## config.mk

```make
export PLATFORM = sky130hd
export DESIGN_NAME = vga_scan_ctrl
export DESIGN_NICKNAME = d
export VERILOG_FILES = /design/src/rtl/vga_timing_pkg.sv /design/src/rtl/raster_counter.sv /design/src/rtl/vga_scan_ctrl.sv
export SDC_FILE = /design/constraint.sdc
export NUM_CORES = 1
export LEC_CHECK = 0
export CAP_MARGIN = 30
export CELL_PAD_IN_SITES_DETAIL_PLACEMENT = 1
export CELL_PAD_IN_SITES_GLOBAL_PLACEMENT = 2
export CORE_MARGIN = 2
export CORE_UTILIZATION = 29
export CTS_CLUSTER_SIZE = 14
export DETAILED_ROUTE_END_ITERATION = 16
export GPL_TIMING_DRIVEN = 0
export PLACE_DENSITY = 0.84
export SYNTH_ARGS = -nofsm -noshare
export SYNTH_HDL_FRONTEND = slang
export SYNTH_HIERARCHICAL = 1
export SYNTH_SLANG_ARGS = --single-unit
```

## constraint.sdc

```tcl
create_clock -name clock -period 2.65 [get_ports clock]
set_clock_uncertainty 0.05 [all_clocks]
set_input_delay 0.3975 -clock clock [delete_from_list [all_inputs] [get_ports clock]]
set_output_delay 0.3975 -clock clock [all_outputs]
set_load 0.05 [all_outputs]
```

## src/rtl/vga_timing_pkg.sv

```systemverilog
// Shared VGA scan types, standard timing sets and the sync-window decode helper.
package vga_timing_pkg;

  typedef enum logic [1:0] {
    IDLE  = 2'd0,
    SCAN  = 2'd1,
    DRAIN = 2'd2
  } scan_state_t;

  // 640x480 @ 60 Hz, 25.175 MHz nominal pixel clock (25 MHz in practice)
  localparam int VGA_H_ACTIVE = 640;
  localparam int VGA_H_FP     = 16;
  localparam int VGA_H_SYNC   = 96;
  localparam int VGA_H_BP     = 48;
  localparam int VGA_V_ACTIVE = 480;
  localparam int VGA_V_FP     = 10;
  localparam int VGA_V_SYNC   = 2;
  localparam int VGA_V_BP     = 33;

  // 1920x1080 @ 60 Hz, 148.5 MHz pixel clock
  localparam int HD_H_ACTIVE  = 1920;
  localparam int HD_H_FP      = 88;
  localparam int HD_H_SYNC    = 44;
  localparam int HD_H_BP      = 148;
  localparam int HD_V_ACTIVE  = 1080;
  localparam int HD_V_FP      = 4;
  localparam int HD_V_SYNC    = 5;
  localparam int HD_V_BP      = 36;

  // True when first <= v < first+len. Written as a difference so the upper
  // bound never has to be represented (it may equal the line/frame total).
  function automatic logic in_window(input int unsigned v,
                                     input int unsigned first,
                                     input int unsigned len);
    return (len != 0) && (v >= first) && ((v - first) < len);
  endfunction

endpackage

```

## src/rtl/raster_counter.sv

```systemverilog
// Column/line counter for a raster scan; both counters advance only on i_en.
module raster_counter #(
  parameter  int H_TOTAL = 800,
  parameter  int V_TOTAL = 525,
  localparam int XW      = $clog2(H_TOTAL),
  localparam int YW      = $clog2(V_TOTAL)
) (
  input  logic          clock,
  input  logic          reset_n,
  input  logic          i_en,
  output logic [XW-1:0] o_x,
  output logic [YW-1:0] o_y,
  output logic          o_x_last,
  output logic          o_y_last
);

  localparam logic [XW-1:0] X_LAST = XW'(H_TOTAL - 1);
  localparam logic [YW-1:0] Y_LAST = YW'(V_TOTAL - 1);

  logic [XW-1:0] r_x;
  logic [YW-1:0] r_y;
  logic          w_x_last;
  logic          w_y_last;

  assign w_x_last = (r_x == X_LAST);
  assign w_y_last = (r_y == Y_LAST);

  // Step x every enabled cycle; y only moves when x wraps, and the whole raster wraps together.
  always_ff @(posedge clock) begin
    if (!reset_n) begin
      r_x <= '0;
      r_y <= '0;
    end else if (i_en) begin
      if (w_x_last) begin
        r_x <= '0;
        r_y <= w_y_last ? '0 : r_y + 1'b1;
      end else begin
        r_x <= r_x + 1'b1;
      end
    end
  end

  assign o_x      = r_x;
  assign o_y      = r_y;
  assign o_x_last = w_x_last;
  assign o_y_last = w_y_last;

endmodule

```

## src/rtl/vga_scan_ctrl.sv

```systemverilog
// VGA scan controller: run/drain/idle sequencing, pixel prescaler and timing decode.
// A stop request always lets the current frame complete before going idle.
module vga_scan_ctrl
  import vga_timing_pkg::*;
#(
  parameter  int H_ACTIVE       = VGA_H_ACTIVE,
  parameter  int H_FP           = VGA_H_FP,
  parameter  int H_SYNC         = VGA_H_SYNC,
  parameter  int H_BP           = VGA_H_BP,
  parameter  int V_ACTIVE       = VGA_V_ACTIVE,
  parameter  int V_FP           = VGA_V_FP,
  parameter  int V_SYNC         = VGA_V_SYNC,
  parameter  int V_BP           = VGA_V_BP,
  parameter  int CLKS_PER_PIXEL = 4,
  parameter  bit SYNC_POL       = 1'b0,
  localparam int H_TOTAL        = H_ACTIVE + H_FP + H_SYNC + H_BP,
  localparam int V_TOTAL        = V_ACTIVE + V_FP + V_SYNC + V_BP,
  localparam int XW             = $clog2(H_TOTAL),
  localparam int YW             = $clog2(V_TOTAL)
) (
  input  logic          clock,
  input  logic          reset_n,
  input  logic          run,
  output logic          pix_en,
  output logic [XW-1:0] x,
  output logic [YW-1:0] y,
  output logic          hsync,
  output logic          vsync,
  output logic          active,
  output logic          line_start,
  output logic          frame_start,
  output logic          busy
);

  // Prescaler needs at least one bit even when every clock is a pixel.
  localparam int            PW         = (CLKS_PER_PIXEL > 1) ? $clog2(CLKS_PER_PIXEL) : 1;
  localparam logic [PW-1:0] PRESC_LAST = PW'(CLKS_PER_PIXEL - 1);

  if (H_TOTAL < 2 || V_TOTAL < 2 || CLKS_PER_PIXEL < 1) begin : g_bad_params
    $error("vga_scan_ctrl: H_TOTAL and V_TOTAL must be >= 2, CLKS_PER_PIXEL >= 1");
  end

  scan_state_t   r_state;
  logic [PW-1:0] r_presc;
  logic          w_busy;
  logic          w_pix_en;
  logic [XW-1:0] w_x;
  logic [YW-1:0] w_y;
  logic          w_x_last;
  logic          w_y_last;
  logic          w_frame_end;
  logic          w_hs_win;
  logic          w_vs_win;
  logic          w_line_start;

  assign w_busy      = (r_state != IDLE);
  assign w_pix_en    = w_busy && (r_presc == PRESC_LAST);
  assign w_frame_end = w_pix_en && w_x_last && w_y_last;

  // Divide the system clock down to the pixel rate; parked at 0 while idle so a
  // fresh start always gives pixel (0,0) a full pixel period.
  always_ff @(posedge clock) begin
    if (!reset_n) begin
      r_presc <= '0;
    end else if (!w_busy || r_presc == PRESC_LAST) begin
      r_presc <= '0;
    end else begin
      r_presc <= r_presc + 1'b1;
    end
  end

  // Run/stop sequencing: a stop only takes effect at the end of the frame, and
  // re-asserting run while draining simply resumes without disturbing the raster.
  always_ff @(posedge clock) begin
    if (!reset_n) begin
      r_state <= IDLE;
    end else begin
      unique case (r_state)
        IDLE:    if (run) r_state <= SCAN;
        SCAN:    if (!run) r_state <= DRAIN;
        DRAIN: begin
          if (run)              r_state <= SCAN;
          else if (w_frame_end) r_state <= IDLE;
        end
        default: r_state <= IDLE;
      endcase
    end
  end

  raster_counter #(
    .H_TOTAL (H_TOTAL),
    .V_TOTAL (V_TOTAL)
  ) u_raster (
    .clock    (clock),
    .reset_n  (reset_n),
    .i_en     (w_pix_en),
    .o_x      (w_x),
    .o_y      (w_y),
    .o_x_last (w_x_last),
    .o_y_last (w_y_last)
  );

  assign w_hs_win     = in_window(32'(w_x), H_ACTIVE + H_FP, H_SYNC);
  assign w_vs_win     = in_window(32'(w_y), V_ACTIVE + V_FP, V_SYNC);
  assign w_line_start = w_pix_en && (w_x == '0);

  assign pix_en      = w_pix_en;
  assign x           = w_x;
  assign y           = w_y;
  assign hsync       = w_hs_win ? SYNC_POL : !SYNC_POL;
  assign vsync       = w_vs_win ? SYNC_POL : !SYNC_POL;
  assign active      = w_busy && (32'(w_x) < H_ACTIVE) && (32'(w_y) < V_ACTIVE);
  assign line_start  = w_line_start;
  assign frame_start = w_line_start && (w_y == '0);
  assign busy        = w_busy;

endmodule

```

==> impl_metrics.py <==
metrics = {
    "timing": {
        "worst_slew_pin_slew_ps": 514,
        "maxSlewViolCount": 0,
        "hold_viol_final": 0,
        "layout_min_cycle_time_ps": 2510,
        "setup-violations-final": 0,
        "rsz0062_at_grt": "false",
        "maxSlewHeadroom": 0.656,
        "max_freq_mhz": 399,
        "finalCritPeriodShare": 0.946,
        "fin_tns_setup_ps": 0,
        "fin_ws_ps": 144,
    },
    "yosys": {
        "synth_top_area_cell": "dfxtp_1",
        "synthTopCellsByCount": "24 x dfxtp_1, 18 x nor2_1, 14 x nand2_1, 12 x inv_1, 8 x o21ai_0",
        "synthAdderAreaFrac": 0.0623,
        "synth_xor_area_frac": 0.0561,
        "netlist_instances": 166,
        "yosysMostFrequentCell": "dfxtp_1",
        "syn_area_per_cell_um2": 8.46,
        "yosys_warnings": 6,
        "synth_edf_count": 0,
        "netlist_area_um2": 1410,
        "ys.flop_type": "dfxtp_1",
        "synthTopCellsByArea": "dfxtp_1 34%, ha_1 6.2%, nor2_1 4.8%, nand2_1 3.7%, xnor2_1 3.7%",
        "synth-seq-cells": 24,
        "yosysSeqAreaShare": 0.342,
        "synth_fp_nets": 176,
        "yosys.area_share.simple": 0.351,
        "synth_top_family_by_area": "simple AND/OR/NAND/NOR gates",
        "yosys.area.top_type_share": 0.342,
        "synth_compound_area_frac": 0.142,
        "synthArstFlopShare": 0,
        "synth_cell_types": 39,
        "synth.area.mux_share": 0.00712,
    },
    "floorplan": {
        "dieWidth_um": 73.6,
        "start_util": 0.299,
        "rows": 25,
        "dieArea_um2": 5420,
        "io_pins": 30,
        "dieHeight_um": 73.6,
        "coreArea_um2": 4690,
    },
    "pwr": {
        "power_frac_clock": 0.452,
        "power_density_nw_per_um2": 392,
        "p_switching_w": 0.000149,
        "switching_share": 0.205,
        "p_leak_nw": 0.667,
        "p_comb_frac": 0.046,
        "p_seq_frac": 0.502,
        "ir_drop_mv": 0.187,
        "p_int_w": 0.000578,
    },
    "finish": {
        "post-route-util": 0.395,
        "multi_input_area_um2": 888,
        "postLayoutCellArea_um2": 1850,
        "fill_cells": 554,
        "seq_area_um2": 483,
        "syn2layout_area_growth_pct": 31.9,
        "layout-drive-gt1-share": 0.0804,
        "nets": 210,
        "num_antenna_cells": 0,
    },
    "placement": {
        "dpl-instance-area_um2": 1780,
        "gp_congestion": 0.780,
        "io_buffers": 29,
        "dp.final_hpwl_mm": 3.13,
        "dp_slack_ps": -190,
    },
    "drt": {
        "avgRoutedWirePerCell_um": 16.6,
        "antenna_left": 0,
        "drtIter0Drc": 48,
        "drc": 0,
        "drt_pre_antenna_iters": 4,
        "viasPerCell": 5.49,
        "vias": 1389,
        "wl_mm": 4.20,
    },
    "global_route": {
        "grt_max_degree": 15,
        "first_global_vias": 1362,
        "grt_use_total": 0.163,
        "grt_overflow_total": 0,
        "antenna_found_initial": 0,
        "grt_pass1_wl_mm": 6.87,
    },
    "cts": {
        "cts_buffers": 3,
        "insertion_delay_ps": 270,
        "cts_max_level": 1,
        "cts_num_sinks": 24,
        "clk_pin_slew_ps": 90,
        "cts_tree": "yes",
        "cts_root_buffer": "clkbuf_8",
        "cts_buffer_depth": 2,
        "cts_setup_buffers": 0,
    },
    "critical_path": {
        "crit_path_end_kind": "output pin",
        "critPathRequiredTime_ps": 2200,
        "worstSetupStartpointType": "flop",
        "crit_type": "flop to output pin",
        "crit_arrival_ps": 2060,
        "cp_max_fo": 9,
    },
    "outcome": {
        "outcome": "finished clean",
    },
    "flow_run": {
        "max_cap_violations": 0,
    },
    "hold_path": {
        "min_path_type": "flop to flop",
    },
}
==> worst max-delay path: stages, from the launching register on <==
cell,delay [ps]
dfxtp_2,460
inv_1,90
ha_1,300
inv_1,40
a221oi_1,340
o2111ai_2,130
dlygate4sd2_1,440
==> metrics by stage <==
stage	hold slack (ps)	cells	total power, W
after floorplan	357	166	0.000394
after global placement	365	249	0.000405
after detailed placement	391	249	0.000407
after CTS	405	253	0.000735
after global routing	425	253	0.000750
final	400	253	0.000727
==> sequential cells by signal, summed over array words and instances, names as in the netlist <==
signal / flops
u_raster/o_y: 10
r_state: 2
u_raster/o_x: 10
r_presc: 2
==> cell families after synthesis <==
kind of cell	Yosys count
compound gates	29
flops	24
buf+inv	15
simple gates	81
mux	1
fa+ha+maj	7
xor+xnor	9
==> per-layer routing <==
layer | vias to the layer above | global-route usage | wire [um]
li1 | 670 | - | -
met1 | 696 | 0.216 | 1890
met2 | 21 | 0.277 | 2170
met3 | 2 | 0.0165 | 101
met4 | 0 | 0.0485 | 34
met5 | - | 0 | 0
==> path summary, 6_finish.rpt <==
path         slack (ps)  cells after the start              end             from
max reg2reg         390                      7  u_raster/o_x[2]       r_presc[0]
max                 140                      6            hsync  u_raster/o_x[5]
min reg2reg         400                      1       r_presc[0]       r_presc[0]
min                 400                      1       r_presc[0]       r_presc[0]
==> final cells by class <==
class	count	share of cell area
tap	54	0.0365
clock buffer	3	0.0223
timing repair buffer	29	0.155
buffer	3	0.00608
clock inverter	1	0.0162
multi-input combinational	127	0.479
inverter	12	0.0243
sequential	24	0.261
==> cells in the final DEF, fill, tap and decap left out, types with 2 or more instances in the layout <==
master            n
dlygate4sd2_1     2
xor2_1            3
clkdlybuf4s50_1  24
dfxtp_1          22
nor3_1            2
nor4bb_1          3
and2_1            2
a21oi_1           4
clkbuf_1          3
and4_1            4
or4_1             5
nor4b_1           3
a21boi_1          3
ha_1              7
a21boi_0          3
dfxtp_2           2
and3b_1           2
clkbuf_8          3
nand3_1           6
o21a_1            2
o2bb2ai_1         2
nand4_1           5
nor2b_1           2
and3_1            2
xnor2_1           6
nor2_1           18
inv_1            12
nor4_1            3
nand2_1          14
o21ai_0           7
nor3b_1           3
==> power by group through the flow <==
stage	Clock, W	Combinational (W)	Sequential [W]
after global placement	0	0.0000321	0.000373
final	0.000328	0.0000333	0.000365
after CTS	0.000336	0.0000337	0.000365
after floorplan	0	0.0000206	0.000373
after global routing	0.000348	0.0000362	0.000366
after detailed placement	0	0.0000336	0.000374
==> repair_timing <==
item,in CTS,in global routing
hold buffers,0,0
gates resized for setup,11,4
setup endpoints to repair,4,3
Note: power is estimated with default switching activity, not from simulation.
